===== config.mk =====
export PLATFORM = sky130hd
export DESIGN_NAME = serial_add_ctrl_flat
export DESIGN_NICKNAME = d
export VERILOG_FILES = /design/src/rtl/serial_add_ctrl_pkg.sv /design/src/rtl/serial_add_ctrl_if.sv /design/src/rtl/serial_add_ctrl.sv /design/src/flat_wrapper.sv
export SDC_FILE = /design/constraint.sdc
export NUM_CORES = 1
export LEC_CHECK = 0
export CAP_MARGIN = 20
export CORE_UTILIZATION = 50
export DETAILED_ROUTE_END_ITERATION = 7
export HOLD_SLACK_MARGIN = 0.15
export PLACE_DENSITY = 0.81
export SKIP_LAST_GASP = 1
export SLEW_MARGIN = 20
export SYNTH_ARGS = -nofsm -noshare
export SYNTH_HDL_FRONTEND = slang
export SYNTH_SLANG_ARGS = --single-unit

===== constraint.sdc =====
create_clock -name clk -period 2.2 [get_ports clk]
set_input_delay 0.44 -clock clk [delete_from_list [all_inputs] [get_ports clk]]
set_output_delay 0.44 -clock clk [all_outputs]
set_load 0.02 [all_outputs]

===== src/rtl/serial_add_ctrl_pkg.sv =====
// rtl/serial_add_ctrl_pkg.sv - shared types and constants for the bit-serial adder sequencer
package serial_add_pkg;

  typedef enum logic [1:0] {
    IDLE = 2'd0,
    RUN  = 2'd1,
    DONE = 2'd2
  } state_t;

  // Two's-complement subtract: a + ~b + 1
  localparam logic SUB_CARRY_INIT = 1'b1;

endpackage


===== src/rtl/serial_add_ctrl_if.sv =====
// rtl/serial_add_ctrl_if.sv - link between the sequencer and the external 1-bit full adder cell
interface serial_add_ctrl_if;

  logic fa_a;
  logic fa_b;
  logic fa_cin;
  logic fa_s;
  logic fa_cout;

  modport master (
    output fa_a,
    output fa_b,
    output fa_cin,
    input  fa_s,
    input  fa_cout
  );

  modport slave (
    input  fa_a,
    input  fa_b,
    input  fa_cin,
    output fa_s,
    output fa_cout
  );

endinterface


===== src/rtl/serial_add_ctrl.sv =====
// rtl/serial_add_ctrl.sv - feeds one full adder cell LSB first to add or subtract WIDTH-bit operands
import serial_add_pkg::*;

module serial_add_ctrl #(
  parameter int WIDTH = 8,
  localparam int CNT_W = $clog2(WIDTH + 1)
) (
  input  logic               clk,
  input  logic               rst,
  input  logic               start,
  input  logic               sub,
  input  logic [WIDTH-1:0]   a,
  input  logic [WIDTH-1:0]   b,
  input  logic               cin,
  serial_add_ctrl_if.master  fa,
  output logic               busy,
  output logic               done,
  output logic [WIDTH-1:0]   sum,
  output logic               cout,
  output logic               ovf
);

  localparam int AW = WIDTH - 1;

  state_t           state;
  state_t           state_n;
  logic [WIDTH-1:0] a_sh;
  logic [WIDTH-1:0] b_sh;
  logic [AW-1:0]    acc;
  logic             carry;
  logic [CNT_W-1:0] cnt;
  logic             last_bit;

  assign last_bit = (cnt == CNT_W'(WIDTH - 1));

  always_ff @(posedge clk) begin
    if (rst) begin
      state <= IDLE;
      a_sh  <= '0;
      b_sh  <= '0;
      acc   <= '0;
      carry <= 1'b0;
      cnt   <= '0;
      sum   <= '0;
      cout  <= 1'b0;
      ovf   <= 1'b0;
    end else begin
      state <= state_n;
      case (state)
        IDLE: begin
          if (start) begin
            a_sh  <= a;
            b_sh  <= sub ? ~b : b;
            carry <= sub ? SUB_CARRY_INIT : cin;
            cnt   <= '0;
          end
        end
        RUN: begin
          // acc keeps the low WIDTH-1 sum bits; the MSB arrives on the final edge
          acc   <= AW'({fa.fa_s, acc} >> 1);
          carry <= fa.fa_cout;
          a_sh  <= a_sh >> 1;
          b_sh  <= b_sh >> 1;
          cnt   <= cnt + CNT_W'(1);
          if (last_bit) begin
            sum  <= {fa.fa_s, acc};
            cout <= fa.fa_cout;
            ovf  <= carry ^ fa.fa_cout;
          end
        end
        default: ;
      endcase
    end
  end

  always_comb begin
    state_n   = state;
    fa.fa_a   = 1'b0;
    fa.fa_b   = 1'b0;
    fa.fa_cin = 1'b0;
    busy      = 1'b0;
    done      = 1'b0;
    case (state)
      IDLE: begin
        if (start) state_n = RUN;
      end
      RUN: begin
        busy      = 1'b1;
        fa.fa_a   = a_sh[0];
        fa.fa_b   = b_sh[0];
        fa.fa_cin = carry;
        if (last_bit) state_n = DONE;
      end
      DONE: begin
        busy    = 1'b1;
        done    = 1'b1;
        state_n = IDLE;
      end
      default: state_n = IDLE;
    endcase
  end

endmodule


===== src/flat_wrapper.sv =====
// flat-port wrapper written by rule: the top's interface ports become plain ports
module serial_add_ctrl_flat 
#(
  parameter int WIDTH = 8,
  localparam int CNT_W = $clog2(WIDTH + 1)
)
  (clk, rst, start, sub, a, b, cin, busy, done, sum, cout, ovf, fa_fa_a, fa_fa_b, fa_fa_cin, fa_fa_s, fa_fa_cout);
  serial_add_ctrl_if fa_i ();
  input  logic clk;
  input  logic rst;
  input  logic start;
  input  logic sub;
  input  logic [WIDTH-1:0] a;
  input  logic [WIDTH-1:0] b;
  input  logic cin;
  output logic busy;
  output logic done;
  output logic [WIDTH-1:0] sum;
  output logic cout;
  output logic ovf;
  output wire logic [$bits(fa_i.fa_a)-1:0] fa_fa_a;
  output wire logic [$bits(fa_i.fa_b)-1:0] fa_fa_b;
  output wire logic [$bits(fa_i.fa_cin)-1:0] fa_fa_cin;
  input wire logic [$bits(fa_i.fa_s)-1:0] fa_fa_s;
  input wire logic [$bits(fa_i.fa_cout)-1:0] fa_fa_cout;
  assign fa_fa_a = fa_i.fa_a;
  assign fa_fa_b = fa_i.fa_b;
  assign fa_fa_cin = fa_i.fa_cin;
  assign fa_i.fa_s = fa_fa_s;
  assign fa_i.fa_cout = fa_fa_cout;
  serial_add_ctrl #(.WIDTH(WIDTH)) u_core (.clk(clk), .rst(rst), .start(start), .sub(sub), .a(a), .b(b), .cin(cin), .fa(fa_i), .busy(busy), .done(done), .sum(sum), .cout(cout), .ovf(ovf));
endmodule

==> Yosys cells after proc, flatten, opt, wreduce, memory -nomap -nowiden <==
Index checks and enable logic that the tools add are counted.
Widths: inputs -> output; s select.
{ "totals": {"ff_bits": 40, "output_inout_bits": 15, "word_cells": 41} }
{ "classes": {"add_sub_neg": 1, "eq_ne": 5, "n_mux": 18, "bitwise_logic": 2, "reduce_logical": 6} }
{ "op_table": {"columns": ["cell", "count"], "rows": [
  ["$pmux 8 s2", 2],
  ["$mux 8", 3],
  ["$not 8->8", 1],
  ["$pmux 4 s2", 1],
  ["$mux 1", 7],
  ["$reduce_and 2->1", 3],
  ["$add 4x1->4 const B", 1],
  ["$eq 4x3->1 const B", 1],
  ["$mux 2", 2],
  ["$mux 4", 1],
  ["$pmux 2 s2", 1],
  ["$eq 2x1->1 const B", 1],
  ["$eq 2x2->1 const B", 1],
  ["$logic_not 2->1", 1],
  ["$ne 2x1->1 const B", 1],
  ["$ne 2x2->1 const B", 1],
  ["$pmux 1 s2", 1],
  ["$reduce_bool 2->1", 1],
  ["$reduce_or 2->1", 1],
  ["$xor 1x1->1", 1]
]} }

==> Longest topological paths before layout <==
Gate-level depths: netlist (run 1).
{ "depth": {"depth_word": 4, "depth_mapped": 6} }

==> Worst setup path after synthesis (run 1) <==
OpenSTA, ideal clock, no wires.
{ "synth_timing": {"kind": "register to output", "start": "register u_core.state[1]", "end": "output port fa_fa_b", "t_arrival_ns": 1.221, "required_time_ns": 1.760, "slack_ns": 0.539, "stages_incl_launch_ff": 6, "path_buffers": 2, "path_cell_list": "dfxtp_1 > inv_1 > ha_1 > buf_2 > buf_2 > and2_1"} }
{ "synth_via": {"elab_chain_cells": 2} }
{ "synth_rtl": {"columns": ["item", "line_no", "source"], "rows": [
  ["start: declaration", "serial_add_ctrl.sv:25", "state_t state;"],
  ["start signal: assignment", "serial_add_ctrl.sv:48", "state <= state_n;"],
  ["$eq 2x1->1", "serial_add_ctrl.sv:83", "case (state)"],
  ["$mux 1", "serial_add_ctrl.sv:83", null],
  ["end: declaration", "flat_wrapper.sv:22", "output wire logic [$bits(fa_i.fa_b)-1:0] fa_fa_b;"]
]} }
Every way passes these cells.

==> Final worst setup path (run 1) <==
{ "layout_timing": {"start": "register u_core.state[0]", "end": "output port busy"} }
{ "layout_via": {"elab_chain_cells": 3} }
{ "layout_rtl": {"columns": ["item", "line_no", "source"], "rows": [
  ["$eq 2x2->1 or $eq 2x1->1 (tied branches)", "serial_add_ctrl.sv:83", null],
  ["$reduce_or 2->1 (no line) (*)", null, null],
  ["$mux 1 (*)", "serial_add_ctrl.sv:83", null],
  ["end: declaration", "flat_wrapper.sv:16", "output logic busy;"]
]} }
Mark *: on every way between the ends. The rest lies on a longest branch, timed or not.

==> impl_metrics.yaml, run 1 <==
outcome:
  outcome: "complete, no violations"
critical_path:
  arrival_ns: 1.64
  worst_setup_path_end_kind: "output port"
  reg2regPathDepth: 6
  rrSetupSlack_ns: 0.26
  critPathLaunchType: "flop"
  r2r-end: "u_core.cnt[3]"
  required_ns: 1.76
  r2r-start: "u_core.state[1]"
  cp_slowest_cell: "clkdlybuf4s50_1"
  crit_path_max_incr_delay_ns: 0.59
  startpoint: "u_core.state[0]"
  critical_path_class: "reg2out"
  path_cells: "inv_1 -> ha_1 -> clkdlybuf4s50_1"
  critPathMaxFanout: 3
sta:
  setup_viol: 0
  whs_ns: 0.452
  tightestPinTransition_ns: 0.478
  fin_crit_sh: 0.946
  hold_viol_final: 0
  rsz0062_at_grt: "no"
  fmax_mhz: 481
  relSlewSlack: 0.680
  timing.final.max_slew_violations: 0
  finalCriticalPeriod_ns: 2.08
  worst_clock_skew_ns: 0.00960
  tns_ns: 0
clocking:
  ctsHoldBuffers: 0
  cts_resized: 1
  insertion_delay_ns: 0.34
  h-tree-depth: 2
  clk_pin_slew_ns: 0.11
  numCtsBuffers: 5
  cts_tree: "built"
  postCtsSetupBuffers: 0
  cts_max_path_buffers: 2
  clock-root-buffer: "clkbuf_4"
  cts.sink_count: 40
logic_synthesis:
  async_flop_share: 0
  yosys.area.top_type: "dfxtp_1"
  synthCells: 204
  synth.most_common_cell: "dfxtp_1"
  synth_common_cells: "dfxtp_1, nand2_1, a21oi_1"
  synth_flop_cell: "dfxtp_1"
  ys_warn_count: 0
  yosysSeqAreaShare: 0.443
  yosysUniqueCellTypes: 31
  synth-seq-cells: 40
  syn_area_um2: 1810
  synth_edf_count: 0
  synth_top_area_share: 0.443
  avgSynthCellArea_um2: 8.86
  synth_area_leaders: "dfxtp_1, mux2i_1, nand2_1"
  syn_nets: 231
final_layout:
  stdcell_area_um2: 2270
  multi_input_area_um2: 943
  area_delta_synth_final_pct: 25.8
  regArea_um2: 801
  drive_above_1_share: 0.0667
  nFillCells: 280
  antenna_cells: 0
  fin_nets: 267
  postLayoutCoreUtil: 0.671
pwr:
  powerDensity_nw_per_um2: 610
  vdd_drop_max_mv: 0.467
  power_leakage_nw: 0.836
placed_design:
  io_buffers: 37
  gp_congestion: 0.794
  placed_cell_area_um2: 2220
  post-dp-hpwl_mm: 2.28
floorplanning:
  start_util: 0.533
  ios: 38
  num_rows: 21
  core_area_um2: 3390
  die_width_um: 62.1
  fp.dieH_um: 62.1
  dieArea_um2: 3860
hold_path:
  whs_path_depth: 2
  min_to: "u_core.b_sh[4]"
  min_from: "u_core.b_sh[4]"
  hold_path.class: "reg2reg"
flow_run:
  cap_violations: 0
grt:
  first_global_vias: 1443
  grt_max_degree: 38
  antenna_found_initial: 0
  grt_remaining_overflow: 0
  grtUsageTotal: 0.194
  grt_pass1_wl_mm: 6.09
routing:
  firstDrtPassIters: 4
  wirelength_mm: 3.31
  antenna_left: 0
  wl_per_cell_um: 11.6
  drt-initial-drc-count: 60
  vias: 1509
  viasPerCell: 5.28
  drc_errors: 0
[worst max-delay path, delay by kind of cell (launching register included)]
family	cells	cell delay (ns)
flops	1	0.35
fa+ha+maj	1	0.28
buf+inv	2	0.67
[cell type report]
| cell class | instances | area share |
|---|---|---|
| Inverter | 2 | 0.00330 |
| Multi-Input combinational cell | 148 | 0.415 |
| Tap cell | 46 | 0.0253 |
| Sequential cell | 40 | 0.352 |
| Clock inverter | 1 | 0.00220 |
| Clock buffer | 6 | 0.0182 |
| Timing Repair Buffer | 43 | 0.184 |
[power breakdown]
group          switching (mW)  internal [mW]
Combinational           0.133          0.132
Sequential             0.0211          0.764
Clock                   0.221          0.118
Total                   0.375           1.01
[registers in the layout (all words and copies together), names as in the netlist]
name          flops
u_core.b_sh       8
u_core.a_sh       8
u_core.carry      1
u_core.cout       1
u_core.acc        7
u_core.cnt        4
u_core.state      2
u_core.sum        8
u_core.ovf        1
[how the worst max path moves through the flow]
stage                        end  cells past startpoint
floorplan                fa_fa_b                      5
global placement    u_core.carry                      4
detailed placement  u_core.carry                      6
CTS                      fa_fa_b                      4
finish                      busy                      3
global route                busy                      3
[through the flow]
stage	instances	total power, mW	setup slack [ns]
after global placement	279	1.06	0.290
after global routing	286	1.47	0.0336
after CTS	286	1.40	0.0241
after detailed placement	279	1.07	0.234
after floorplan	204	0.979	0.539
final	286	1.39	0.120
[per-layer routing]
| metal | global-route usage | part of all wire | up-vias |
|---|---|---|---|
| li1 | - | - | 783 |
| met1 | 0.249 | 0.50 | 686 |
| met5 | 0 | 0 | - |
| met2 | 0.306 | 0.45 | 33 |
| met3 | 0.0423 | 0.031 | 7 |
| met4 | 0.0930 | 0.016 | 0 |
[cells by family (layout without fill, tap and decap cells)]
group	Yosys count	in the layout	synth area share
adders and majority gates	4	4	0.0277
xor gates and xnor gates	10	10	0.0484
AOI/OAI and AO/OA	44	44	0.154
DFF	40	40	0.443
and+or+nand+nor	73	73	0.193
buffers and inverters	16	52	0.0388
muxes	17	17	0.0948
[cells in the final DEF, fill, tap and decap left out, drive strengths merged, types with 2 or more instances in the layout]
master,netlist,routed
a211oi,9,9
a21oi,21,21
a31oi,2,2
and2,3,3
buf,8,6
clkbuf,6,6
clkdlybuf4s50,0,34
dfxtp,40,40
dlymetal6s2s,0,2
ha,4,4
inv,2,2
mux2i,16,16
nand2,31,31
nand2b,8,8
nand3,2,2
nand3b,3,3
nand4b,2,2
nor2,18,18
o211ai,7,7
xnor2,3,3
xor2,7,7
No activity file was read; power rests on OpenSTA's default activity.
==> run 2, diff against run 1 <==
Settings changed: CORE_UTILIZATION 50 to 54, PLACE_DENSITY 0.81 to 0.87, SKIP_LAST_GASP 1 to unset.
Clock period 2.2 ns to 2.4 ns, I/O delays scaled along.
==> run 2 against run 1 <==
  * Non-clock buffer count grew 4
  * Clock power fell by 6.2%
  * Critical path depth is 1 higher
  * Flip-flop and latch count unchanged
  * Largest power group unchanged
  * Largest cell class unchanged
  * Total power shrank 6.7%
  * Combinational power fell by 3%
  * Sequential share of layout area down 0.52 points
==> impl_metrics.yaml, run 2 (synthesized netlist as in run 1, its figures left out) <==
floorplanning:
  core_area_um2: 3100
  start_util: 0.583
  die_width_um: 59.9
  dieArea_um2: 3580
  ios: 38
  fp.dieH_um: 59.9
  num_rows: 20
sta:
  worst_clock_skew_ns: 0.0107
  finalCriticalPeriod_ns: 2.24
  rsz0062_at_grt: "no"
  timing.final.max_slew_violations: 0
  tightestPinTransition_ns: 0.455
  hold_viol_final: 0
  setup_viol: 0
  relSlewSlack: 0.695
  whs_ns: 0.451
  tns_ns: 0
  fmax_mhz: 447
  fin_crit_sh: 0.931
placed_design:
  post-dp-hpwl_mm: 2.43
  io_buffers: 37
  gp_congestion: 0.789
pwr:
  powerDensity_nw_per_um2: 561
  vdd_drop_max_mv: 0.416
  power_leakage_nw: 0.813
grt:
  grtUsageTotal: 0.220
  grt_remaining_overflow: 0
  first_global_vias: 1358
  grt_pass1_wl_mm: 5.84
  grt_max_degree: 25
  antenna_found_initial: 0
final_layout:
  regArea_um2: 801
  reg_top3: "u_core.a_sh: 8 flops, u_core.b_sh: 8 flops, u_core.sum: 8 flops"
  area_delta_synth_final_pct: 27.7
  mostFrequentLayoutCell: "dfxtp_1"
  antenna_cells: 0
  nFillCells: 257
  drive_above_1_share: 0.0861
  final_cell_mix: "dfxtp_1, clkdlybuf4s50_1, nand2_1"
  multi_input_area_um2: 950
  fin_nets: 271
critical_path:
  worst_setup_path_end_kind: "output port"
  r2r-end: "u_core.carry"
  reg2regPathDepth: 7
  required_ns: 1.92
  critPathMaxFanout: 10
  critPathLaunchType: "flop"
  crit_path_end: "fa_fa_cin"
  critical_path_class: "reg2out"
  r2r-start: "u_core.state[1]"
  startpoint: "u_core.state[1]"
  rrSetupSlack_ns: 0.54
  arrival_ns: 1.76
routing:
  wirelength_mm: 3.52
  viasPerCell: 5.22
  drc_errors: 0
  antenna_left: 0
  vias: 1502
  firstDrtPassIters: 4
  wl_per_cell_um: 12.2
  drt-initial-drc-count: 69
clocking:
  cts_max_path_buffers: 2
  cts_tree: "built"
  numCtsBuffers: 5
  cts.sink_count: 40
  insertion_delay_ns: 0.35
  clk_pin_slew_ns: 0.12
  h-tree-depth: 2
  clock-root-buffer: "clkbuf_4"
outcome:
  outcome: "complete, no violations"
flow_run:
  cap_violations: 0
hold_path:
  hold_path.class: "reg2reg"
run 2: cell count changes in the layout (fill, tap and decap cells not counted), sizes merged:
cell,change
clkinvlp,+1
buf,+4
clkdlybuf4s50,+3
clkbuf,-1
dlygate4sd2,-1
dlymetal6s2s,-2
run 2: power by group:
part	internal (mW)	total [mW]	switching (mW)
registers	0.700	0.722	0.0214
clock network	0.107	0.318	0.211
logic	0.132	0.255	0.124
total	0.939	1.29	0.356
run 2: layout make-up:
class / count / area share
sequential: 40 / 0.347
multi-input combinational: 148 / 0.411
inverter: 2 / 0.00325
clock inverter: 2 / 0.00542
timing repair buffer: 47 / 0.193
clock buffer: 5 / 0.0163
tap: 44 / 0.0238
run 2: repair_timing:
| item | 4_1_cts | 5_1_grt |
|---|---|---|
| setup endpoints to repair | 3 | 2 |
| buffers inserted | 0 | 4 |
| hold buffers | 0 | 0 |
| gates resized for setup | 1 | 0 |
run 2: stage by stage:
step           setup WS (ns)  power (mW)  utilization  cell area, um2  std cells
3_5_place_dp           0.332       0.979        0.715            2220        277
2_1_floorplan          0.699       0.897            -            1810        204
4_1_cts               0.0463        1.29        0.734            2280        284
6_report               0.165        1.29        0.744            2310        288
5_1_grt               0.0732        1.36        0.744            2310        288
3_3_place_gp           0.353       0.972        0.715            2220        277
run 2: worst max-delay path: stages (launching register included):
cell	delay [ns]
dfxtp_1	0.34
inv_1	0.12
ha_4	0.21
and2_1	0.15
clkdlybuf4s50_1	0.60
run 2: routing by layer:
| metal | share of wire | vias up | global-route usage | routed length [um] |
|---|---|---|---|---|
| met2 | 0.47 | 30 | 0.368 | 1650 |
| met1 | 0.48 | 685 | 0.259 | 1680 |
| met4 | 0.014 | 0 | 0.0930 | 48 |
| met3 | 0.039 | 4 | 0.0671 | 139 |
| met5 | 0 | - | 0 | 0 |
| li1 | - | 783 | - | - |
run 2: worst min path at each step:
stage / from / to / slack, ns / cells after the start
finish: u_core.b_sh[3] / u_core.b_sh[3] / 0.45 / 2
global route: u_core.b_sh[3] / u_core.b_sh[3] / 0.48 / 2
CTS: u_core.b_sh[3] / u_core.b_sh[3] / 0.46 / 2
detailed placement: u_core.b_sh[3] / u_core.b_sh[3] / 0.44 / 2
global placement: u_core.b_sh[2] / u_core.b_sh[2] / 0.43 / 2
floorplan: u_core.b_sh[7] / u_core.b_sh[7] / 0.43 / 2
==> run 3, diff against run 2 <==
Settings changed: MAX_ROUTING_LAYER set to met4, SLEW_MARGIN 20 to 25.
==> run 3 against run 2 <==
  * Critical endpoint unchanged
  * Count of clock-buffer cells in the layout unchanged
  * Clock power about the same
  * Critical path depth did not move
  * Sequential share of layout area unchanged
  * Clock skew hardly changed
  * Register-to-register slack hardly changed
  * Flip-flop and latch count stayed put
  * Routed wire length down 0.14%
  * Critical path type unchanged
==> impl_metrics.yaml, run 3 (synthesized netlist as in run 1, its figures left out) <==
clocking:
  cts_tree: "built"
  insertion_delay_ns: 0.35
  clk_pin_slew_ns: 0.12
  cts_max_path_buffers: 2
  h-tree-depth: 2
  numCtsBuffers: 5
  cts.sink_count: 40
  clock-root-buffer: "clkbuf_4"
routing:
  antenna_left: 0
  viasPerCell: 5.22
  vias: 1502
  drc_errors: 0
  wirelength_mm: 3.52
  wl_per_cell_um: 12.2
  drt-initial-drc-count: 71
  firstDrtPassIters: 4
pwr:
  combPwrFrac: 0.198
  vdd_drop_max_mv: 0.415
  clkPwrFrac: 0.244
  intPower_uw: 939
  power_leakage_nw: 0.813
  seqPwrFrac: 0.558
  p_sw_frac: 0.274
  p_sw_uw: 355
  powerDensity_nw_per_um2: 561
grt:
  grt_max_degree: 25
  grt_remaining_overflow: 0
  first_global_vias: 1359
  antenna_found_initial: 0
  grtUsageTotal: 0.226
  grt_pass1_wl_mm: 5.83
sta:
  fin_crit_sh: 0.934
  fmax_mhz: 446
  tightestPinTransition_ns: 0.453
  worst_clock_skew_ns: 0.0109
  timing.final.max_slew_violations: 0
  hold_viol_final: 0
  rsz0062_at_grt: "no"
  tns_ns: 0
  relSlewSlack: 0.697
  whs_ns: 0.450
  finalCriticalPeriod_ns: 2.24
  setup_ws_ns: 0.159
  setup_viol: 0
critical_path:
  r2r-start: "u_core.state[1]"
  rrSetupSlack_ns: 0.53
  critPathLaunchType: "flop"
  required_ns: 1.92
  critical_path_class: "reg2out"
  r2r-end: "u_core.carry"
  critPathMaxFanout: 10
  worst_setup_path_end_kind: "output port"
  arrival_ns: 1.76
  reg2regPathDepth: 7
floorplanning:
  ios: 38
  start_util: 0.583
  dieArea_um2: 3580
  die_width_um: 59.9
  num_rows: 20
  fp.dieH_um: 59.9
  core_area_um2: 3100
final_layout:
  stdcell_area_um2: 2310
  final_cell_mix: "dfxtp_1, clkdlybuf4s50_1, nand2_1"
  mostFrequentLayoutCell: "dfxtp_1"
  postLayoutCoreUtil: 0.744
  reg_top3: "u_core.a_sh: 8 flops, u_core.b_sh: 8 flops, u_core.sum: 8 flops"
  antenna_cells: 0
  drive_above_1_share: 0.0861
  fin_nets: 271
  area_delta_synth_final_pct: 27.7
placed_design:
  post-dp-hpwl_mm: 2.43
  gp_congestion: 0.800
  io_buffers: 37
  pre_cts_slack_ns: 0.332
  placed_cell_area_um2: 2220
hold_path:
  whs_path_depth: 2
  min_to: "u_core.b_sh[3]"
  hold_path.class: "reg2reg"
  min_from: "u_core.b_sh[3]"
flow_run:
  cap_violations: 0
outcome:
  outcome: "complete, no violations"
## run 3: cell counts in the layout (fill, tap and decap cells not counted)
Identical to the previous run, type by type.
## run 3: per-stage QoR
step                      total power [mW]  instances
final                                 1.29        288
after global routing                  1.36        288
after CTS                             1.29        284
after detailed placement             0.979        277
after global placement               0.972        277
after floorplan                      0.897        204
## run 3: cell type report
cell class	instances	area (um2)
Clock buffer	5	37.5
Clock inverter	2	12.5
Fill cell	257	795
Inverter	2	7.51
Multi-Input combinational cell	148	950
Sequential cell	40	801
Tap cell	44	55.1
Timing Repair Buffer	47	445
## run 3: worst max-delay path by stage
stage	from	endpoint	slack (ns)	cells after the start
6_report	u_core.state[1]	fa_fa_cin	0.16	4
5_1_grt	u_core.state[1]	fa_fa_cin	0.07	4
4_1_cts	u_core.state[1]	fa_fa_cin	0.05	4
3_3_place_gp	u_core.state[1]	fa_fa_cin	0.35	4
2_1_floorplan	u_core.state[1]	fa_fa_b	0.70	5
3_5_place_dp	u_core.state[1]	fa_fa_cin	0.33	4
## run 3: repair_timing
| item | 4_1_cts | 5_1_grt |
|---|---|---|
| setup buffers | 0 | 4 |
| hold buffers | 0 | 0 |
| hold endpoints to repair | 0 | 0 |
| gates cloned | 0 | 0 |
| resized for setup | 1 | 0 |
| setup endpoints to repair | 3 | 2 |
## run 3: power by group through the flow
stage / Clock, mW / Sequential, mW / Combinational (mW)
after floorplan: 0 / 0.730 / 0.167
after global placement: 0 / 0.734 / 0.239
after detailed placement: 0 / 0.736 / 0.243
after CTS: 0.324 / 0.722 / 0.247
after global routing: 0.352 / 0.727 / 0.283
final: 0.316 / 0.722 / 0.256
## run 3: worst max-delay path, cell delays in order (launching register included)
cell	delay, ns
dfxtp_1	0.34
inv_1	0.12
ha_4	0.21
and2_1	0.15
clkdlybuf4s50_1	0.60
## run 3: per-layer routing
layer,share of wire,vias up,GRT usage
met4,0.017,0,0.0930
li1,-,784,-
met1,0.47,688,0.259
met3,0.035,5,0.0671
met5,0,-,-
met2,0.47,25,0.368
